[config.mk]
export PLATFORM = sky130hd
export DESIGN_NAME = gc_poll_scheduler_flat
export DESIGN_NICKNAME = d
export VERILOG_FILES = /design/src/rtl/gc_pkg.sv /design/src/rtl/gc_poll_scheduler_if.sv /design/src/rtl/gc_edge_detect.sv /design/src/rtl/gc_poll_scheduler.sv /design/src/flat_wrapper.sv
export SDC_FILE = /design/constraint.sdc
export NUM_CORES = 1
export LEC_CHECK = 0
export CAP_MARGIN = 0
export CORE_MARGIN = 2
export CORE_UTILIZATION = 35
export DETAILED_ROUTE_END_ITERATION = 7
export SYNTH_ARGS = -nofsm -noshare
export SYNTH_HDL_FRONTEND = slang
export SYNTH_SLANG_ARGS = --single-unit
[constraint.sdc]
create_clock -name clk -period 4.4 [get_ports clk]
set_clock_uncertainty 0.2 [all_clocks]
set_input_delay 0.44 -clock clk [delete_from_list [all_inputs] [get_ports clk]]
set_output_delay 0.44 -clock clk [all_outputs]
set_load 0.005 [all_outputs]
[src/rtl/gc_pkg.sv]
// Shared types and constants for the GameCube poll scheduler: FSM states,
// button indices, response bit positions and neutral analog values.
package gc_pkg;

    typedef enum logic [1:0] {
        ST_IDLE,
        ST_REQ,
        ST_WAIT,
        ST_UPDATE
    } gc_state_e;

    localparam int RD_W    = 64;
    localparam int NUM_BTN = 12;

    // Index of each button in the held/pressed/released vectors.
    localparam int BTN_A      = 0;
    localparam int BTN_B      = 1;
    localparam int BTN_X      = 2;
    localparam int BTN_Y      = 3;
    localparam int BTN_START  = 4;
    localparam int BTN_L      = 5;
    localparam int BTN_R      = 6;
    localparam int BTN_Z      = 7;
    localparam int BTN_DUP    = 8;
    localparam int BTN_DDOWN  = 9;
    localparam int BTN_DRIGHT = 10;
    localparam int BTN_DLEFT  = 11;

    // Bit positions in the 64-bit response (bit 63 arrives first).
    localparam int POS_HDR_HI    = 63;
    localparam int POS_HDR_LO    = 61;
    localparam int POS_START     = 60;
    localparam int POS_Y         = 59;
    localparam int POS_X         = 58;
    localparam int POS_B         = 57;
    localparam int POS_A         = 56;
    localparam int POS_VALID     = 55;
    localparam int POS_L         = 54;
    localparam int POS_R         = 53;
    localparam int POS_Z         = 52;
    localparam int POS_DUP       = 51;
    localparam int POS_DDOWN     = 50;
    localparam int POS_DRIGHT    = 49;
    localparam int POS_DLEFT     = 48;
    localparam int POS_ANALOG_HI = 47;

    localparam logic [7:0] STICK_NEUTRAL = 8'h80;
    localparam logic [7:0] TRIG_NEUTRAL  = 8'h00;

    // Field order matches the response: joy_x lands on [47:40].
    typedef struct packed {
        logic [7:0] joy_x;
        logic [7:0] joy_y;
        logic [7:0] c_x;
        logic [7:0] c_y;
        logic [7:0] l_trig;
        logic [7:0] r_trig;
    } gc_analog_t;

    localparam gc_analog_t ANALOG_NEUTRAL = '{
        joy_x:  STICK_NEUTRAL,
        joy_y:  STICK_NEUTRAL,
        c_x:    STICK_NEUTRAL,
        c_y:    STICK_NEUTRAL,
        l_trig: TRIG_NEUTRAL,
        r_trig: TRIG_NEUTRAL
    };

endpackage

[src/rtl/gc_poll_scheduler_if.sv]
// Handshake between the poll scheduler (master) and the single-wire reader (slave).
interface gc_poll_scheduler_if;
    import gc_pkg::*;

    logic            rd_start;
    logic            rd_abort;
    logic            rd_done;
    logic            rd_err;
    logic [RD_W-1:0] rd_data;

    modport master (
        output rd_start,
        output rd_abort,
        input  rd_done,
        input  rd_err,
        input  rd_data
    );

    modport slave (
        input  rd_start,
        input  rd_abort,
        output rd_done,
        output rd_err,
        output rd_data
    );

endinterface

[src/rtl/gc_edge_detect.sv]
// Held-button register with one-cycle pressed/released pulses. A clear drops
// every held button, which shows up as a released pulse for each of them.
module gc_edge_detect
    import gc_pkg::*;
#(
    parameter int W = NUM_BTN
) (
    input  logic         clk_i,
    input  logic         rst_ni,
    input  logic         load_i,
    input  logic         clr_i,
    input  logic [W-1:0] btn_i,
    output logic [W-1:0] btn_o,
    output logic [W-1:0] pressed_o,
    output logic [W-1:0] released_o
);

    logic [W-1:0] btn_q;
    logic [W-1:0] pressed_q;
    logic [W-1:0] released_q;

    // Update held state and emit edge pulses; clear takes priority over load.
    always_ff @(posedge clk_i) begin
        if (!rst_ni) begin
            btn_q      <= '0;
            pressed_q  <= '0;
            released_q <= '0;
        end else begin
            pressed_q  <= '0;
            released_q <= '0;
            if (clr_i) begin
                btn_q      <= '0;
                released_q <= btn_q;
            end else if (load_i) begin
                btn_q      <= btn_i;
                pressed_q  <= btn_i & ~btn_q;
                released_q <= ~btn_i & btn_q;
            end
        end
    end

    assign btn_o      = btn_q;
    assign pressed_o  = pressed_q;
    assign released_o = released_q;

endmodule

[src/rtl/gc_poll_scheduler.sv]
// GameCube poll scheduler: periodic poll requests, WAIT timeout with abort,
// response validation, snapshot latching and debounced connected flag.
module gc_poll_scheduler
    import gc_pkg::*;
#(
    parameter int CLK_HZ      = 100_000_000,
    parameter int POLL_HZ     = 120,
    parameter int TIMEOUT_CYC = 50_000,
    parameter int MAX_FAIL    = 3
) (
    input  logic                clk,
    input  logic                reset,
    gc_poll_scheduler_if.master rd,
    output logic [NUM_BTN-1:0]  buttons,
    output logic [7:0]          joy_x,
    output logic [7:0]          joy_y,
    output logic [7:0]          c_x,
    output logic [7:0]          c_y,
    output logic [7:0]          l_trig,
    output logic [7:0]          r_trig,
    output logic [NUM_BTN-1:0]  pressed,
    output logic [NUM_BTN-1:0]  released,
    output logic                frame_valid,
    output logic                connected
);

    localparam int POLL_DIV = CLK_HZ / POLL_HZ;
    localparam int DIV_W    = (POLL_DIV > 1) ? $clog2(POLL_DIV) : 1;
    localparam int TO_W     = (TIMEOUT_CYC > 1) ? $clog2(TIMEOUT_CYC) : 1;
    localparam int FC_W     = $clog2(MAX_FAIL + 1);

    localparam logic [DIV_W-1:0] DIV_LAST  = DIV_W'(POLL_DIV - 1);
    localparam logic [TO_W-1:0]  TO_LAST   = TO_W'(TIMEOUT_CYC - 1);
    localparam logic [FC_W-1:0]  FC_MAX    = FC_W'(MAX_FAIL);
    localparam logic [FC_W-1:0]  FC_LAST   = FC_W'(MAX_FAIL - 1);

    gc_state_e          state_q;
    logic [DIV_W-1:0]   div_q, div_d;
    logic               pending_q, pending_d;
    logic [TO_W-1:0]    to_cnt_q;
    logic [RD_W-1:0]    data_q;
    logic               err_q;
    logic [FC_W-1:0]    fail_cnt_q;
    logic               connected_q;
    logic               frame_valid_q;
    logic               rd_start_q;
    logic               rd_abort_q;
    gc_analog_t         analog_q;
    gc_analog_t         analog_new;
    logic [NUM_BTN-1:0] btn_new;
    logic               wrap;
    logic               frame_ok;
    logic               fail_last;
    logic               snap_load;
    logic               snap_clr;

    // Free-running poll divider; a tick arriving while one is pending is dropped.
    always_comb begin
        wrap      = (div_q == DIV_LAST);
        div_d     = wrap ? '0 : div_q + 1'b1;
        pending_d = pending_q;
        if (state_q == ST_IDLE && pending_q) begin
            pending_d = 1'b0;
        end else if (wrap) begin
            pending_d = 1'b1;
        end
    end

    // Divider and pending registers.
    always_ff @(posedge clk) begin
        if (!reset) begin
            div_q     <= '0;
            pending_q <= 1'b0;
        end else begin
            div_q     <= div_d;
            pending_q <= pending_d;
        end
    end

    // Decode the captured response and decide how UPDATE treats it.
    always_comb begin
        btn_new             = '0;
        btn_new[BTN_A]      = data_q[POS_A];
        btn_new[BTN_B]      = data_q[POS_B];
        btn_new[BTN_X]      = data_q[POS_X];
        btn_new[BTN_Y]      = data_q[POS_Y];
        btn_new[BTN_START]  = data_q[POS_START];
        btn_new[BTN_L]      = data_q[POS_L];
        btn_new[BTN_R]      = data_q[POS_R];
        btn_new[BTN_Z]      = data_q[POS_Z];
        btn_new[BTN_DUP]    = data_q[POS_DUP];
        btn_new[BTN_DDOWN]  = data_q[POS_DDOWN];
        btn_new[BTN_DRIGHT] = data_q[POS_DRIGHT];
        btn_new[BTN_DLEFT]  = data_q[POS_DLEFT];
        analog_new = gc_analog_t'(data_q[POS_ANALOG_HI:0]);
        frame_ok   = !err_q && (data_q[POS_HDR_HI:POS_HDR_LO] == 3'b000)
                     && data_q[POS_VALID];
        fail_last  = (fail_cnt_q == FC_LAST);
        snap_load  = (state_q == ST_UPDATE) && frame_ok;
        snap_clr   = (state_q == ST_UPDATE) && !frame_ok && fail_last;
    end

    gc_edge_detect #(.W(NUM_BTN)) u_edge (
        .clk_i      (clk),
        .rst_ni     (reset),
        .load_i     (snap_load),
        .clr_i      (snap_clr),
        .btn_i      (btn_new),
        .btn_o      (buttons),
        .pressed_o  (pressed),
        .released_o (released)
    );

    // Poll FSM with registered handshake, snapshot and connection outputs.
    // A timeout is folded into UPDATE as an errored frame so both failure
    // kinds share one debounce path.
    always_ff @(posedge clk) begin
        if (!reset) begin
            state_q       <= ST_IDLE;
            rd_start_q    <= 1'b0;
            rd_abort_q    <= 1'b0;
            frame_valid_q <= 1'b0;
            to_cnt_q      <= '0;
            data_q        <= '0;
            err_q         <= 1'b0;
            fail_cnt_q    <= '0;
            connected_q   <= 1'b0;
            analog_q      <= ANALOG_NEUTRAL;
        end else begin
            rd_start_q    <= 1'b0;
            rd_abort_q    <= 1'b0;
            frame_valid_q <= 1'b0;
            case (state_q)
                ST_IDLE: begin
                    if (pending_q) begin
                        rd_start_q <= 1'b1;
                        state_q    <= ST_REQ;
                    end
                end
                ST_REQ: begin
                    to_cnt_q <= '0;
                    state_q  <= ST_WAIT;
                end
                ST_WAIT: begin
                    if (rd.rd_done) begin
                        data_q  <= rd.rd_data;
                        err_q   <= rd.rd_err;
                        state_q <= ST_UPDATE;
                    end else if (to_cnt_q == TO_LAST) begin
                        rd_abort_q <= 1'b1;
                        err_q      <= 1'b1;
                        state_q    <= ST_UPDATE;
                    end else begin
                        to_cnt_q <= to_cnt_q + 1'b1;
                    end
                end
                ST_UPDATE: begin
                    state_q <= ST_IDLE;
                    if (frame_ok) begin
                        analog_q      <= analog_new;
                        frame_valid_q <= 1'b1;
                        fail_cnt_q    <= '0;
                        connected_q   <= 1'b1;
                    end else if (fail_cnt_q < FC_MAX) begin
                        fail_cnt_q <= fail_cnt_q + 1'b1;
                        if (fail_last) begin
                            connected_q <= 1'b0;
                            analog_q    <= ANALOG_NEUTRAL;
                        end
                    end
                end
                default: state_q <= ST_IDLE;
            endcase
        end
    end

    assign rd.rd_start  = rd_start_q;
    assign rd.rd_abort  = rd_abort_q;
    assign frame_valid  = frame_valid_q;
    assign connected    = connected_q;
    assign joy_x        = analog_q.joy_x;
    assign joy_y        = analog_q.joy_y;
    assign c_x          = analog_q.c_x;
    assign c_y          = analog_q.c_y;
    assign l_trig       = analog_q.l_trig;
    assign r_trig       = analog_q.r_trig;

endmodule

[src/flat_wrapper.sv]
// flat-port wrapper written by rule: the top's interface ports become plain ports
module gc_poll_scheduler_flat import gc_pkg::*;
#(
    parameter int CLK_HZ      = 100_000_000,
    parameter int POLL_HZ     = 120,
    parameter int TIMEOUT_CYC = 50_000,
    parameter int MAX_FAIL    = 3
)
  (clk, reset, buttons, joy_x, joy_y, c_x, c_y, l_trig, r_trig, pressed, released, frame_valid, connected, rd_rd_start, rd_rd_abort, rd_rd_done, rd_rd_err, rd_rd_data);
  gc_poll_scheduler_if rd_i ();
  input  logic clk;
  input  logic reset;
  output logic [NUM_BTN-1:0] buttons;
  output logic [7:0] joy_x;
  output logic [7:0] joy_y;
  output logic [7:0] c_x;
  output logic [7:0] c_y;
  output logic [7:0] l_trig;
  output logic [7:0] r_trig;
  output logic [NUM_BTN-1:0] pressed;
  output logic [NUM_BTN-1:0] released;
  output logic frame_valid;
  output logic connected;
  output wire logic [$bits(rd_i.rd_start)-1:0] rd_rd_start;
  output wire logic [$bits(rd_i.rd_abort)-1:0] rd_rd_abort;
  input wire logic [$bits(rd_i.rd_done)-1:0] rd_rd_done;
  input wire logic [$bits(rd_i.rd_err)-1:0] rd_rd_err;
  input wire logic [$bits(rd_i.rd_data)-1:0] rd_rd_data;
  assign rd_rd_start = rd_i.rd_start;
  assign rd_rd_abort = rd_i.rd_abort;
  assign rd_i.rd_done = rd_rd_done;
  assign rd_i.rd_err = rd_rd_err;
  assign rd_i.rd_data = rd_rd_data;
  gc_poll_scheduler #(.CLK_HZ(CLK_HZ), .POLL_HZ(POLL_HZ), .TIMEOUT_CYC(TIMEOUT_CYC), .MAX_FAIL(MAX_FAIL)) u_core (.clk(clk), .reset(reset), .rd(rd_i), .buttons(buttons), .joy_x(joy_x), .joy_y(joy_y), .c_x(c_x), .c_y(c_y), .l_trig(l_trig), .r_trig(r_trig), .pressed(pressed), .released(released), .frame_valid(frame_valid), .connected(connected));
endmodule
After elaboration in Yosys (flattened, before gate mapping)
Cells that the tools add are included.

Register bits after elaboration: 194. Output and inout bits: 88. Input bits: 68. ROM bits: 0. RAM bits: 0. Memories kept: 0. Bits in latches: 0.

$mul: 0. Shifts and indexed selects: 0. Reductions and logical operators: 27. Mux-type cells: 22. Add/subtract/negate cells: 3. Eq/ne operators: 10. Div/mod/pow operators: 0. Magnitude comparators: 1. Bitwise operators: 7.

Operators with widths (number): $mux 48 (3); $mux 16 (2); $pmux 16 s2 (1); $and 12x12->12 (2); $mux 12 (2); $not 12->12 (2); $add 20x1->20 const B (1); $eq 20x20->1 const B (1); $add 16x1->16 const B (1); $eq 16x16->1 const B (1); $reduce_and 2->1 (6); $mux 2 (5); $mux 1 (8); $pmux 2 s4 (1); $reduce_bool 2->1 (4); $eq 2x2->1 const B (3); $logic_and 1x1->1 (6); $reduce_and 3->1 (2); $reduce_or 2->1 (3); $reduce_or 3->1 (2); $ne 2x2->1 const B (2); $logic_not 3->1 (1); $ne 3x2->1 const B (1); $not 1->1 (3); 6 further kinds (7).

Longest topological paths before layout
Depth after elaboration: 7. Mapped depth: 8.

By module
A second synthesis with hierarchy kept.

Cell total of the unflattened synthesis: 774. Area, all modules: 7128.1 um^2.

By module, submodules not included: gc_poll_scheduler (area an instance 5849.4 um^2, times used 1, cells an instance 656); gc_edge_detect (area an instance 1278.7 um^2, times used 1, cells an instance 118).

Worst setup path after synthesis
No wires, ideal clock.

Path type: flip-flop to flip-flop. From: register u_core.state_q[0]. To: register u_core.to_cnt_q[4]. Cell stages (with the launch flop): 9. Slack: 2390 ps. Clock period less this slack: 2010 ps. Buffers on the path: 2. Data arrival time: 1739 ps. Setup time: 70 ps. Cell sequence: dfxtp_1 > inv_1 > ha_1 > clkbuf_1 > nor2b_1 > clkbuf_1 > nand3_1 > or3_1 > a21oi_1.

Word-level cells in the longest chain between the ends: 3. Elaborated cells on any way between the ends: 7. Those cells by class: eq/ne: 4; mux: 1; reduce/logical: 2.

Ends and longest elaborated chain: from (decl) (RTL line gc_poll_scheduler.sv:37) `gc_state_e state_q;`; from (signal assigned) (RTL line gc_poll_scheduler.sv:119) `state_q <= ST_IDLE;`; from (signal assigned) (RTL line gc_poll_scheduler.sv:137) `state_q <= ST_REQ;`; from (signal assigned) (RTL line gc_poll_scheduler.sv:142) `state_q <= ST_WAIT;`; $eq 2x2->1 / $eq 2x1->1 (equally long branches) (RTL line gc_poll_scheduler.sv:133) `case (state_q)`; $ne 2x2->1 (no line) / $reduce_bool 2->1 (equally long branches); $reduce_and 3->1 (no line); to (signal assigned) (RTL line gc_poll_scheduler.sv:154) `to_cnt_q <= to_cnt_q + 1'b1;`; to (decl) (RTL line gc_poll_scheduler.sv:40) `logic [TO_W-1:0] to_cnt_q;`.

Parallel ways exist; a longest one is shown, timed or not. A chain may end at the register's enable or synchronous reset.

Worst setup path after layout
From: register u_core.state_q[1]. To: register u_core.analog_q, in the netlist u_core.joy_y[3].

Word-level cells in the longest chain between the ends: 2.

Ends and longest elaborated chain: $eq 2x2->1 (RTL line gc_poll_scheduler.sv:133); $reduce_and 3->1 (no line); to (signal assigned) (RTL line gc_poll_scheduler.sv:160) `analog_q <= analog_new;`; to (decl) (RTL line gc_poll_scheduler.sv:48) `gc_analog_t analog_q;`.

No other way between the ends.

==> summary.md <==
| Metric | Value |
|---|---|
| Status | finished, final reports clean |
| Final Cell Area | 9430 um^2 |
| Most Crowded Layer GR | met2 |
| Worst Path Max Fanout | 45 |
| Cell leakage power | 3.24 nW |
| Yosys cell types | 52 |
| Nets | 991 |
| Met2 GRT Util | 28.3% |
| Maximum vdd drop | around 0.24 mV |
| NetSw | 0.805 mW |
| Register area | 3880 um^2 |
| Multi-input gate area | 2990 um^2 |
| # IOs | 156 |
| Antenna diode count | 0 |
| Max Fclk | approximately 360 MHz |
| Unrepaired setup endpoints after global routing | no |
| Rows | 52 |
| CTS tree | done |
| Register-to-Register Setup Slack | ~1.7 ns |
| Reg power frac | 52.0% |
| Crit Path Class | flop to flop |
| GRT Total Usage | 16.9% |
| Die width | 147 um |
| Synth Net Count | roughly 860 |
| Initial antenna violation count | 0 |
| Async SR Flop Fraction | 0% |
| Final hold violations | 0 |
| Area grow syn2layout | 32.2% |
| Register area share after synthesis | 54.5% |
| Ys Warns | 0 |
| Core Box Area | 20100 um^2 |
| Post-synthesis register bit count | 194 |
| Final worst-path cycle share | 62.3% |
| Share of cells above drive strength 1 | 5.51% |
| WL final | 18000 um |
| Final setup viols | 0 |
| Startpoint types | flop |
| Met1 usage | approximately 22% |
| TritonCTS buffer count | 17 |
| Routed Antenna Nets | 0 |
| First-pass GRT wire length | 29100 um |
| Relative slew slack | 30.4% |
| Initial Util | 35.5% |
| Pwr/cell area | around 370 nW/um^2 |
| WP data arrival | roughly 2.9 ns |
| Fill count | 1914 |
| Cells after DPL | 1164 |
| EDFF count, synth | 0 |
| Clk slew on worst S/H paths | 0.07 ns |
| PostCTS Resize Cnt | 0 |
| Final min period | 2.74 ns |
| Post-CTS setup repair buffer count | 0 |
| Clk network pwr share | 41.9% |
| CTS sink count | 194 |
| Vias | slightly below 6000 |
| Drt drc | 0 |
| Root Buffer | clkbuf_16 |
| Comb pwr share | a little over 6% |
| Die Y | 147 um |
| Vias in the first global route | 5605 |
| Core Util, Final | 46.9% |
| First-pass DRT Iterations | 4 |
| Syn avg cell area | just over 9 um^2 |
| Total die area | 21500 um^2 |
| Routed wire per std cell | 15.0 um |
| Placed cell area | 8880 um^2 |
| Mapped Area | 7130 um^2 |
| Req. time, crit path | around 4.6 ns |
| Clock Latency Late Sink | 0.42 ns |
| Syn Inst Count | 779 |
| Global routing usage on met3 | 4.07% |
| Detailed placement HPWL | 12000 um |
| Max clock buf depth | 2 |
| H-tree depth | 4 |
| Int Pwr | 2.64 mW |
| Slew Viols, Final | 0 |
| Crit. End Element | flop |
| Post-synth top flop | dfxtp_1 |
| Switching Share | 23.4% |
| Worst stage delay on the critical path | roughly 0.63 ns |
| PortBufs | about 160 |
| Max Cap Viol | 0 |
| Global placer's final weighted congestion | 0.759 |
| Total negative slack | 0 ns |
| CP max stage cell | inv_2 |
| Iteration-0 DRC Markers | about 280 |
| Slew @ Worst Pin | between 1 and 1.5 ns |
| Final Non-Filler Cells | 1195 |
| Hold-fix buffers, CTS | 0 |
| Min-delay worst type | flop to flop |
| CP cell instances | ha_1 -> and3_1 -> nand2_1 -> inv_2 -> a22o_1 |
| Avg Vias per Cell | 4.90 |
| Largest net degree at the start of global routing | 70 |
| Overall Power | 3.44 mW |
| Grt ovf | 0 |
## layer usage
metal,wire (um),share of wire [%]
met1,8310,46
met2,8780,49
met3,677,3.8
met4,203,1.1
met5,0,0
## metrics by stage
stage | setup WS [ns] | hold slack (ns)
after floorplan | 2.39 | 0.236
after global placement | 1.69 | 0.234
after detailed placement | 1.64 | 0.241
after CTS | 1.65 | 0.251
after global routing | 1.43 | 0.264
final | 1.66 | 0.247
## layout by cell type (no fill, tap or decap), types with 4 or more instances in the layout
cell             netlist  final
nand3_1               14     14
o31ai_1               10     10
nand4_1               11     11
nor2_1                22     22
clkbuf_16              0     17
inv_1                 15     15
a22o_1                44     44
nand2_1              174    173
or3_1                  4      4
buf_4                  0      7
o211ai_1               6      6
a21oi_1               93     93
dfxtp_1              194    194
or4_1                 10     10
nor4_1                 5      5
nor3_1                 8      8
xnor2_1                9      9
o21ai_0               21     20
xor2_1                 6      6
nor3b_1               14     14
and3_1                18     18
ha_1                  10     10
clkdlybuf4s50_1        0    155
## cell families after synthesis
kind of cell,Yosys count,synth area share (%)
adders and majority gates,10,1.75
AOI/OAI and AO/OA,191,17.1
buffers and inverters,64,3.79
DFF,194,54.5
and+or+nand+nor,305,21.0
xor gates and xnor gates,15,1.84
## final cells by class
type	count	share of cell area [%]
Sequential cell	194	41.2
Inverter	17	0.677
Clock inverter	10	0.810
Multi-Input combinational cell	521	31.7
Tap cell	270	3.58
Clock buffer	21	4.99
Timing Repair Buffer	162	17.0
## cell usage after synthesis (2+ instances only)
cell | number | area, um^2
and2_1 | 3 | 18.8
nor4bb_1 | 2 | 20.0
nand3_1 | 14 | 70.1
nor3_1 | 8 | 40.0
nor4_1 | 5 | 31.3
nand2b_1 | 2 | 12.5
ha_1 | 10 | 125
nand3b_1 | 2 | 15.0
clkbuf_1 | 29 | 109
o31ai_1 | 10 | 75.1
nor2b_1 | 3 | 18.8
inv_2 | 2 | 7.51
o41ai_1 | 3 | 26.3
buf_6 | 2 | 22.5
o221ai_1 | 2 | 17.5
xnor2_1 | 9 | 78.8
dfxtp_1 | 194 | 3880
a21oi_1 | 93 | 465
o22ai_1 | 2 | 12.5
a2bb2oi_1 | 2 | 17.5
buf_1 | 4 | 15.0
xor2_1 | 6 | 52.6
nand2_1 | 174 | 653
buf_2 | 12 | 60.1
or4b_1 | 2 | 20.0
o21ai_0 | 21 | 105
or4_1 | 10 | 75.1
and3_1 | 18 | 113
o211ai_1 | 6 | 45.0
nand4_1 | 11 | 68.8
a22o_1 | 44 | 385
inv_1 | 15 | 56.3
nor3b_1 | 14 | 105
or3_1 | 4 | 25.0
nor2_1 | 22 | 82.6
and4_1 | 3 | 26.3
## power groups by stage
| stage | clock network [mW] | registers (mW) | logic [mW] |
|---|---|---|---|
| 2_1_floorplan | 0 | 1.82 | 0.110 |
| 3_5_place_dp | 0 | 1.83 | 0.211 |
| 6_report | 1.44 | 1.79 | 0.209 |
| 4_1_cts | 1.48 | 1.79 | 0.212 |
| 5_1_grt | 1.56 | 1.79 | 0.232 |
| 3_3_place_gp | 0 | 1.83 | 0.210 |
## critical path: cells and delay by family (launching register included)
family | cells | cell delay (ns)
AO/OA/AOI/OAI | 1 | 0.26
adder cells (fa/ha/maj) | 1 | 0.42
buffers and inverters | 1 | 0.63
flip-flops | 1 | 0.40
AND/OR/NAND/NOR | 2 | 0.73
## state kept, by name, indices dropped and copies added (netlist names)
register,flops
u_core.u_edge.btn_o,12
u_core.c_x,8
u_core.c_y,8
u_core.rd.rd_abort,1
u_core.joy_x,8
u_core.div_q,20
u_core.l_trig,8
u_core.to_cnt_q,16
u_core.pending_q,1
u_core.fail_cnt_q,2
u_core.joy_y,8
u_core.connected,1
u_core.err_q,1
u_core.data_q,64
u_core.state_q,2
u_core.u_edge.released_o,12
u_core.rd.rd_start,1
u_core.r_trig,8
u_core.frame_valid,1
u_core.u_edge.pressed_o,12
## worst paths after layout
check             depth (start not counted)         endpoint              start
setup reg to reg                          5  u_core.joy_y[3]  u_core.state_q[1]
hold reg to reg                           2  u_core.joy_y[7]    u_core.joy_y[7]
hold / removal                            2  u_core.joy_y[7]    u_core.joy_y[7]
setup / recovery                          5  u_core.joy_y[3]  u_core.state_q[1]
No activity file was read; power rests on OpenSTA's default activity.
